--- src/rtl/stepper_move_ctrl.sv ---
// Trapezoidal step scheduler ahead of the phase FSM: ramps the step interval from
// START_PERIOD down to MIN_PERIOD, cruises, then ramps back up over the same step count.
module stepper_move_ctrl #(
  parameter int unsigned PER_W        = 16,
  parameter int unsigned STEP_W       = 16,
  parameter int unsigned START_PERIOD = 64,
  parameter int unsigned MIN_PERIOD   = 8,
  parameter int unsigned RAMP_DEC     = 4
) (
  input  logic              SYS_CLK,
  input  logic              FSM_A_RESET,
  input  logic              cmd_valid,
  output logic              cmd_ready,
  input  logic              cmd_dir,
  input  logic [STEP_W-1:0] cmd_steps,
  input  logic              abort,
  output logic              step_pulse,
  output logic              dir_out,
  output logic              busy,
  output logic              done,
  output logic              aborted,
  output logic [STEP_W-1:0] steps_left,
  output logic [PER_W-1:0]  cur_period
);

  typedef enum logic [2:0] {S_IDLE, S_ACCEL, S_CRUISE, S_DECEL, S_DONE} state_t;

  localparam logic [PER_W-1:0] START_P = PER_W'(START_PERIOD);
  localparam logic [PER_W-1:0] MIN_P   = PER_W'(MIN_PERIOD);
  localparam logic [PER_W:0]   START_X = (PER_W+1)'(START_PERIOD);
  localparam logic [PER_W:0]   MIN_X   = (PER_W+1)'(MIN_PERIOD);
  localparam logic [PER_W:0]   RAMP_X  = (PER_W+1)'(RAMP_DEC);

  state_t              state_q;
  logic [PER_W-1:0]    cnt_q;
  logic [PER_W-1:0]    period_q;
  logic [STEP_W-1:0]   accel_q;
  logic [STEP_W-1:0]   steps_q;
  logic                dir_q;
  logic                done_q;
  logic                aborted_q;
  logic                busy_q;
  logic                ready_q;

  logic                expire;
  logic [STEP_W-1:0]   steps_d;
  logic [PER_W:0]      per_up;
  logic [PER_W:0]      per_dn;
  logic [PER_W-1:0]    up_sat;
  logic [PER_W-1:0]    dn_sat;

  // Ramp arithmetic carries one extra bit so neither direction can wrap before clamping.
  always_comb begin
    per_up  = {1'b0, period_q} + RAMP_X;
    per_dn  = {1'b0, period_q} - RAMP_X;
    up_sat  = (per_up > START_X) ? START_P : per_up[PER_W-1:0];
    dn_sat  = (per_dn[PER_W] || (per_dn < MIN_X)) ? MIN_P : per_dn[PER_W-1:0];
    steps_d = steps_q - STEP_W'(1);
    expire  = busy_q && (cnt_q == PER_W'(1));
  end

  // Abort wins over a coinciding expiry, so the strobe is masked in that same cycle.
  assign step_pulse = expire && !abort;
  assign cmd_ready  = ready_q;
  assign dir_out    = dir_q;
  assign busy       = busy_q;
  assign done       = done_q;
  assign aborted    = aborted_q;
  assign steps_left = steps_q;
  assign cur_period = period_q;

  always_ff @(posedge SYS_CLK or posedge FSM_A_RESET) begin
    if (FSM_A_RESET) begin
      state_q   <= S_IDLE;
      cnt_q     <= START_P;
      period_q  <= START_P;
      accel_q   <= '0;
      steps_q   <= '0;
      dir_q     <= 1'b0;
      done_q    <= 1'b0;
      aborted_q <= 1'b0;
      busy_q    <= 1'b0;
      ready_q   <= 1'b1;
    end else begin
      case (state_q)
        S_IDLE: begin
          if (cmd_valid) begin
            dir_q     <= cmd_dir;
            steps_q   <= cmd_steps;
            cnt_q     <= START_P;
            period_q  <= START_P;
            accel_q   <= '0;
            aborted_q <= 1'b0;
            ready_q   <= 1'b0;
            if (cmd_steps == '0) begin
              state_q <= S_DONE;
              done_q  <= 1'b1;
            end else begin
              state_q <= S_ACCEL;
              busy_q  <= 1'b1;
            end
          end
        end
        S_ACCEL, S_CRUISE, S_DECEL: begin
          if (abort) begin
            state_q   <= S_DONE;
            done_q    <= 1'b1;
            aborted_q <= 1'b1;
            busy_q    <= 1'b0;
          end else if (expire) begin
            steps_q <= steps_d;
            if (steps_d == '0) begin
              state_q <= S_DONE;
              done_q  <= 1'b1;
              busy_q  <= 1'b0;
              cnt_q   <= period_q;
            end else if (steps_d <= accel_q) begin
              // Remaining steps now match the ramp-up length: mirror it on the way down.
              state_q  <= S_DECEL;
              period_q <= up_sat;
              cnt_q    <= up_sat;
            end else if (state_q == S_ACCEL) begin
              period_q <= dn_sat;
              cnt_q    <= dn_sat;
              accel_q  <= accel_q + STEP_W'(1);
              if (dn_sat == MIN_P) state_q <= S_CRUISE;
            end else begin
              cnt_q <= period_q;
            end
          end else begin
            cnt_q <= cnt_q - PER_W'(1);
          end
        end
        S_DONE: begin
          state_q <= S_IDLE;
          done_q  <= 1'b0;
          ready_q <= 1'b1;
        end
        default: begin
          state_q <= S_IDLE;
          done_q  <= 1'b0;
          busy_q  <= 1'b0;
          ready_q <= 1'b1;
        end
      endcase
    end
  end

endmodule

--- config.mk ---
export PLATFORM = sky130hd
export DESIGN_NAME = stepper_move_ctrl
export DESIGN_NICKNAME = d
export VERILOG_FILES = /design/src/rtl/stepper_move_ctrl.sv
export SDC_FILE = /design/constraint.sdc
export NUM_CORES = 1
export LEC_CHECK = 0
export ABC_CLOCK_PERIOD_IN_PS = 3700
export CAP_MARGIN = 30
export CORE_MARGIN = 2
export CORE_UTILIZATION = 38
export CTS_BUF_LIST = sky130_fd_sc_hd__clkbuf_4 sky130_fd_sc_hd__clkbuf_8 sky130_fd_sc_hd__clkbuf_16
export CTS_CLUSTER_DIAMETER = 60
export DETAILED_ROUTE_END_ITERATION = 10
export GPL_TIMING_DRIVEN = 0
export HOLD_SLACK_MARGIN = 0.1
export SYNTH_ARGS = -nofsm -noshare
export SYNTH_HDL_FRONTEND = slang
export SYNTH_SLANG_ARGS = --single-unit
--- constraint.sdc ---
create_clock -name SYS_CLK -period 3.7 [get_ports SYS_CLK]
set_input_delay 0.555 -clock SYS_CLK [delete_from_list [all_inputs] [get_ports SYS_CLK]]
set_output_delay 0.555 -clock SYS_CLK [all_outputs]
set_load 0.03 [all_outputs]
==> metrics.yaml <==
setup_path:
  cp_max_fo: 5
  crit_chain: "buf_4 -> nor4_4 -> nand2_2 -> nor3_4 -> xor2_2 -> ha_1 -> a21oi_2 -> or3b_4 -> a211oi_4 -> buf_4 -> nor3_4 -> a2111oi_4 -> a21oi_2 -> o21ai_1"
  path_buf_inv: 2
  rr_endpoint: "cur_period[5]$_DFFE_PP0P_"
  critPathSlowestCell: "a2111oi_4"
  rr_startpoint: "steps_left[2]$_DFFE_PP0P_"
  ff2ff_setup_slack_ns: -0.22
  cp.arrival_ns: 4.18
  cp_top_family: "compound AO/OA/AOI/OAI gates"
  worstSetupPathType: "flop to flop"
  cp.depth: 14
  r2r_cells: 14
  worstSetupEndpointType: "flop"
  critPathMaxStageDelay_ns: 0.45
  startpoint_type: "flop"
  required_ns: 3.96
status:
  status: "finished with violations"
  violations: "setup timing"
sta:
  fin_worst_skew_ns: 0.008712
  holdWs_ns: 0.4834
  setup_viol: 45
  setup_slack_ns: -0.2185
  hold_violations: 0
  drv_slew: 0
  period_share_pct: 105.9
  final.min_clock_period_ns: 3.919
  max_freq_mhz: 255.2
  rsz0062_at_grt: "yes"
  worst_pin_slew_ns: 0.9179
  maxSlewHeadroom_pct: 38.64
global_routing:
  grt_usage_pct: 28.86
  grt_overflow: 0
  grt_max_degree: 43
  antenna_found_initial: 0
  grt_pass1_wl_um: 36890
  grt_pass1_vias: 6679
synth:
  async_reset_ff_share_pct: 100.0
  yosysTopAreaCell: "dfrtp_1"
  synth_most_common_cell: "nand2_1"
  syn_area_um2: 5992
  synth_edf_count: 0
  yosys-top-cells-count: "nand2_1, dfrtp_1, nor2_1, o21ai_0, a21oi_1"
  ys_warn_count: 0
  synth_fp_nets: 785
  ys.flop_type: "dfrtp_1"
  ys_seq_area_share_pct: 30.13
  synth_area_leaders: "dfrtp_1, ha_1, nand2_1"
  synth-seq-cells: 72
  synth_cell_types: 97
  avgSynthCellArea_um2: 8.097
  synth_cells: 740
  synth_top_area_share_pct: 28.82
detailed_routing:
  drtPass1Iterations: 5
  drc: 0
  routed_wirelength_um: 24140
  antenna_left: 0
  dr_total_vias: 6843
  drt_iter0_markers: 726
  routedWlPerCell_um: 22.25
  via_per_inst: 6.307
floorplan:
  fp.coreArea_um2: 15310
  die_area_um2: 16790
  ios: 59
  rows: 45
  die_w_um: 129.6
  start_util_pct: 39.13
  fp.dieH_um: 129.6
final_layout:
  drive_gt1_share_pct: 26.32
  area_growth_syn_to_layout_pct: 40.68
  diodes: 0
  final_cells: 1085
  nets: 914
min_path:
  hold_path.class: "flop to flop"
  hp-start: "dir_out$_DFFE_PP0P_"
  min_path_cells: 2
  holdPathEnd: "dir_out$_DFFE_PP0P_"
pwr:
  max-vdd-ir-drop_v: 0.0004166
  p_leak_uw: 0.003348
  power.density_nw_per_um2: 854.2
clock_tree:
  clock-sinks: 72
  cts-root-buf: "clkbuf_16"
  clock_latency_ns: 0.36
  clockBufferDepth: 2
  holdBufCountCts: 0
  path_clk_slew_ns: 0.07
  cts_tree: "yes"
  htreeDepth: 3
  cts_buffers: 9
place:
  dpl.cell_count: 1011
  place.port_buffers: 58
  place_hpwl_um: 16860
  place_congestion: 0.9439
flow_run:
  drv_cap: 0
==> area by class of cell <==
| type | instances | area (um2) |
|---|---|---|
| Fill cell | 1413 | 6885 |
| Timing Repair Buffer | 123 | 1184 |
| Tap cell | 211 | 264.0 |
| Clock inverter | 6 | 91.34 |
| Clock buffer | 10 | 232.7 |
| Buffer | 41 | 236.5 |
| Sequential cell | 72 | 1813 |
| Multi-Input combinational cell | 593 | 4497 |
| Inverter | 29 | 111.4 |
==> worst reg2reg max path, cell delays in order, from the launching register on <==
cell and delay, ns:
dfrtp_2 0.44, buf_4 0.16, nor4_4 0.35, nand2_2 0.17, nor3_4 0.22, xor2_2 0.27
ha_1 0.33, a21oi_2 0.18, or3b_4 0.43, a211oi_4 0.28, buf_4 0.18, nor3_4 0.06
a2111oi_4 0.45, a21oi_2 0.14, o21ai_1 0.20
==> metal layers <==
metal,wire length (um),GRT usage [%],vias to the layer above
li1,-,-,3053
met1,9719,36.24,3343
met2,11410,47.21,364
met3,1811,4.872,83
met4,1203,16.07,0
met5,0,0,-
==> state kept, by name, summed over array words and instances, names as in the netlist <==
| name | cells |
|---|---|
| cnt_q | 16 |
| state_q | 3 |
| aborted | 1 |
| busy | 1 |
| done | 1 |
| accel_q | 16 |
| steps_left | 16 |
| dir_out | 1 |
| cmd_ready | 1 |
| cur_period | 16 |
==> cells in the final DEF, fill, tap and decap left out, types with 12 or more instances in the layout <==
| cell type | n |
|---|---|
| nand3_1 | 23 |
| o21ai_1 | 12 |
| buf_6 | 18 |
| nor4_1 | 13 |
| a21oi_1 | 34 |
| nor3_1 | 26 |
| nor2_1 | 55 |
| o211ai_1 | 12 |
| nand4_1 | 14 |
| buf_4 | 47 |
| mux2i_1 | 12 |
| ha_1 | 21 |
| clkdlybuf4s50_1 | 58 |
| dfrtp_1 | 63 |
| o21ai_0 | 36 |
| inv_1 | 26 |
| clkbuf_1 | 27 |
| nand2_1 | 72 |
==> power breakdown <==
| part | switching (uW) | internal, uW | total (uW) |
|---|---|---|---|
| Combinational | 2780 | 2190 | 4960 |
| Sequential | 273 | 967 | 1240 |
| Clock | 394 | 603 | 997 |
==> kinds of logic (layout without fill, tap and decap cells) <==
group / Yosys count / in the layout / share of synthesized area [%]
AND/OR/NAND/NOR: 316 / 316 / 28.57
AO/OA/AOI/OAI: 221 / 221 / 25.18
buffers and inverters: 75 / 209 / 6.014
flip-flops: 72 / 72 / 30.13
adder cells (fa/ha/maj): 24 / 24 / 5.012
XOR/XNOR: 19 / 19 / 2.903
multiplexers: 13 / 13 / 2.193
==> what timing repair did <==
action                                  in CTS  in global routing
pin swaps                                   76                 46
resized for setup                          105                 40
cloned                                       0                  1
endpoints found under the setup margin      50                 50
buffers inserted                            42                 20
==> metrics by stage <==
step	instance area, um2	total power (uW)	util, %	setup WS [ns]	setup TNS (ns)
floorplan	6086	3516	-	-0.09575	-0.3890
CTS	8079	6622	52.75	-0.1858	-4.155
detailed placement	6974	4598	45.54	-0.9467	-33.10
global route	8429	7575	55.04	-0.3448	-11.69
finish	8429	7200	55.04	-0.2185	-4.926
global placement	6930	4536	45.25	-0.9549	-35.95
==> worst max-delay path by stage <==
stage / slack (ns) / to / start
2_1_floorplan: -0.1 / accel_q[6]$_DFFE_PP0P_ / steps_left[4]$_DFFE_PP0P_
3_3_place_gp: -0.95 / cur_period[7]$_DFFE_PP0P_ / steps_left[0]$_DFFE_PP0P_
3_5_place_dp: -0.95 / cur_period[7]$_DFFE_PP0P_ / steps_left[0]$_DFFE_PP0P_
4_1_cts: -0.19 / cur_period[13]$_DFFE_PP0P_ / steps_left[1]$_DFFE_PP0P_
5_1_grt: -0.34 / accel_q[4]$_DFFE_PP0P_ / steps_left[2]$_DFFE_PP0P_
6_report: -0.22 / cur_period[5]$_DFFE_PP0P_ / steps_left[2]$_DFFE_PP0P_
Power figures use the tool's default switching activity.
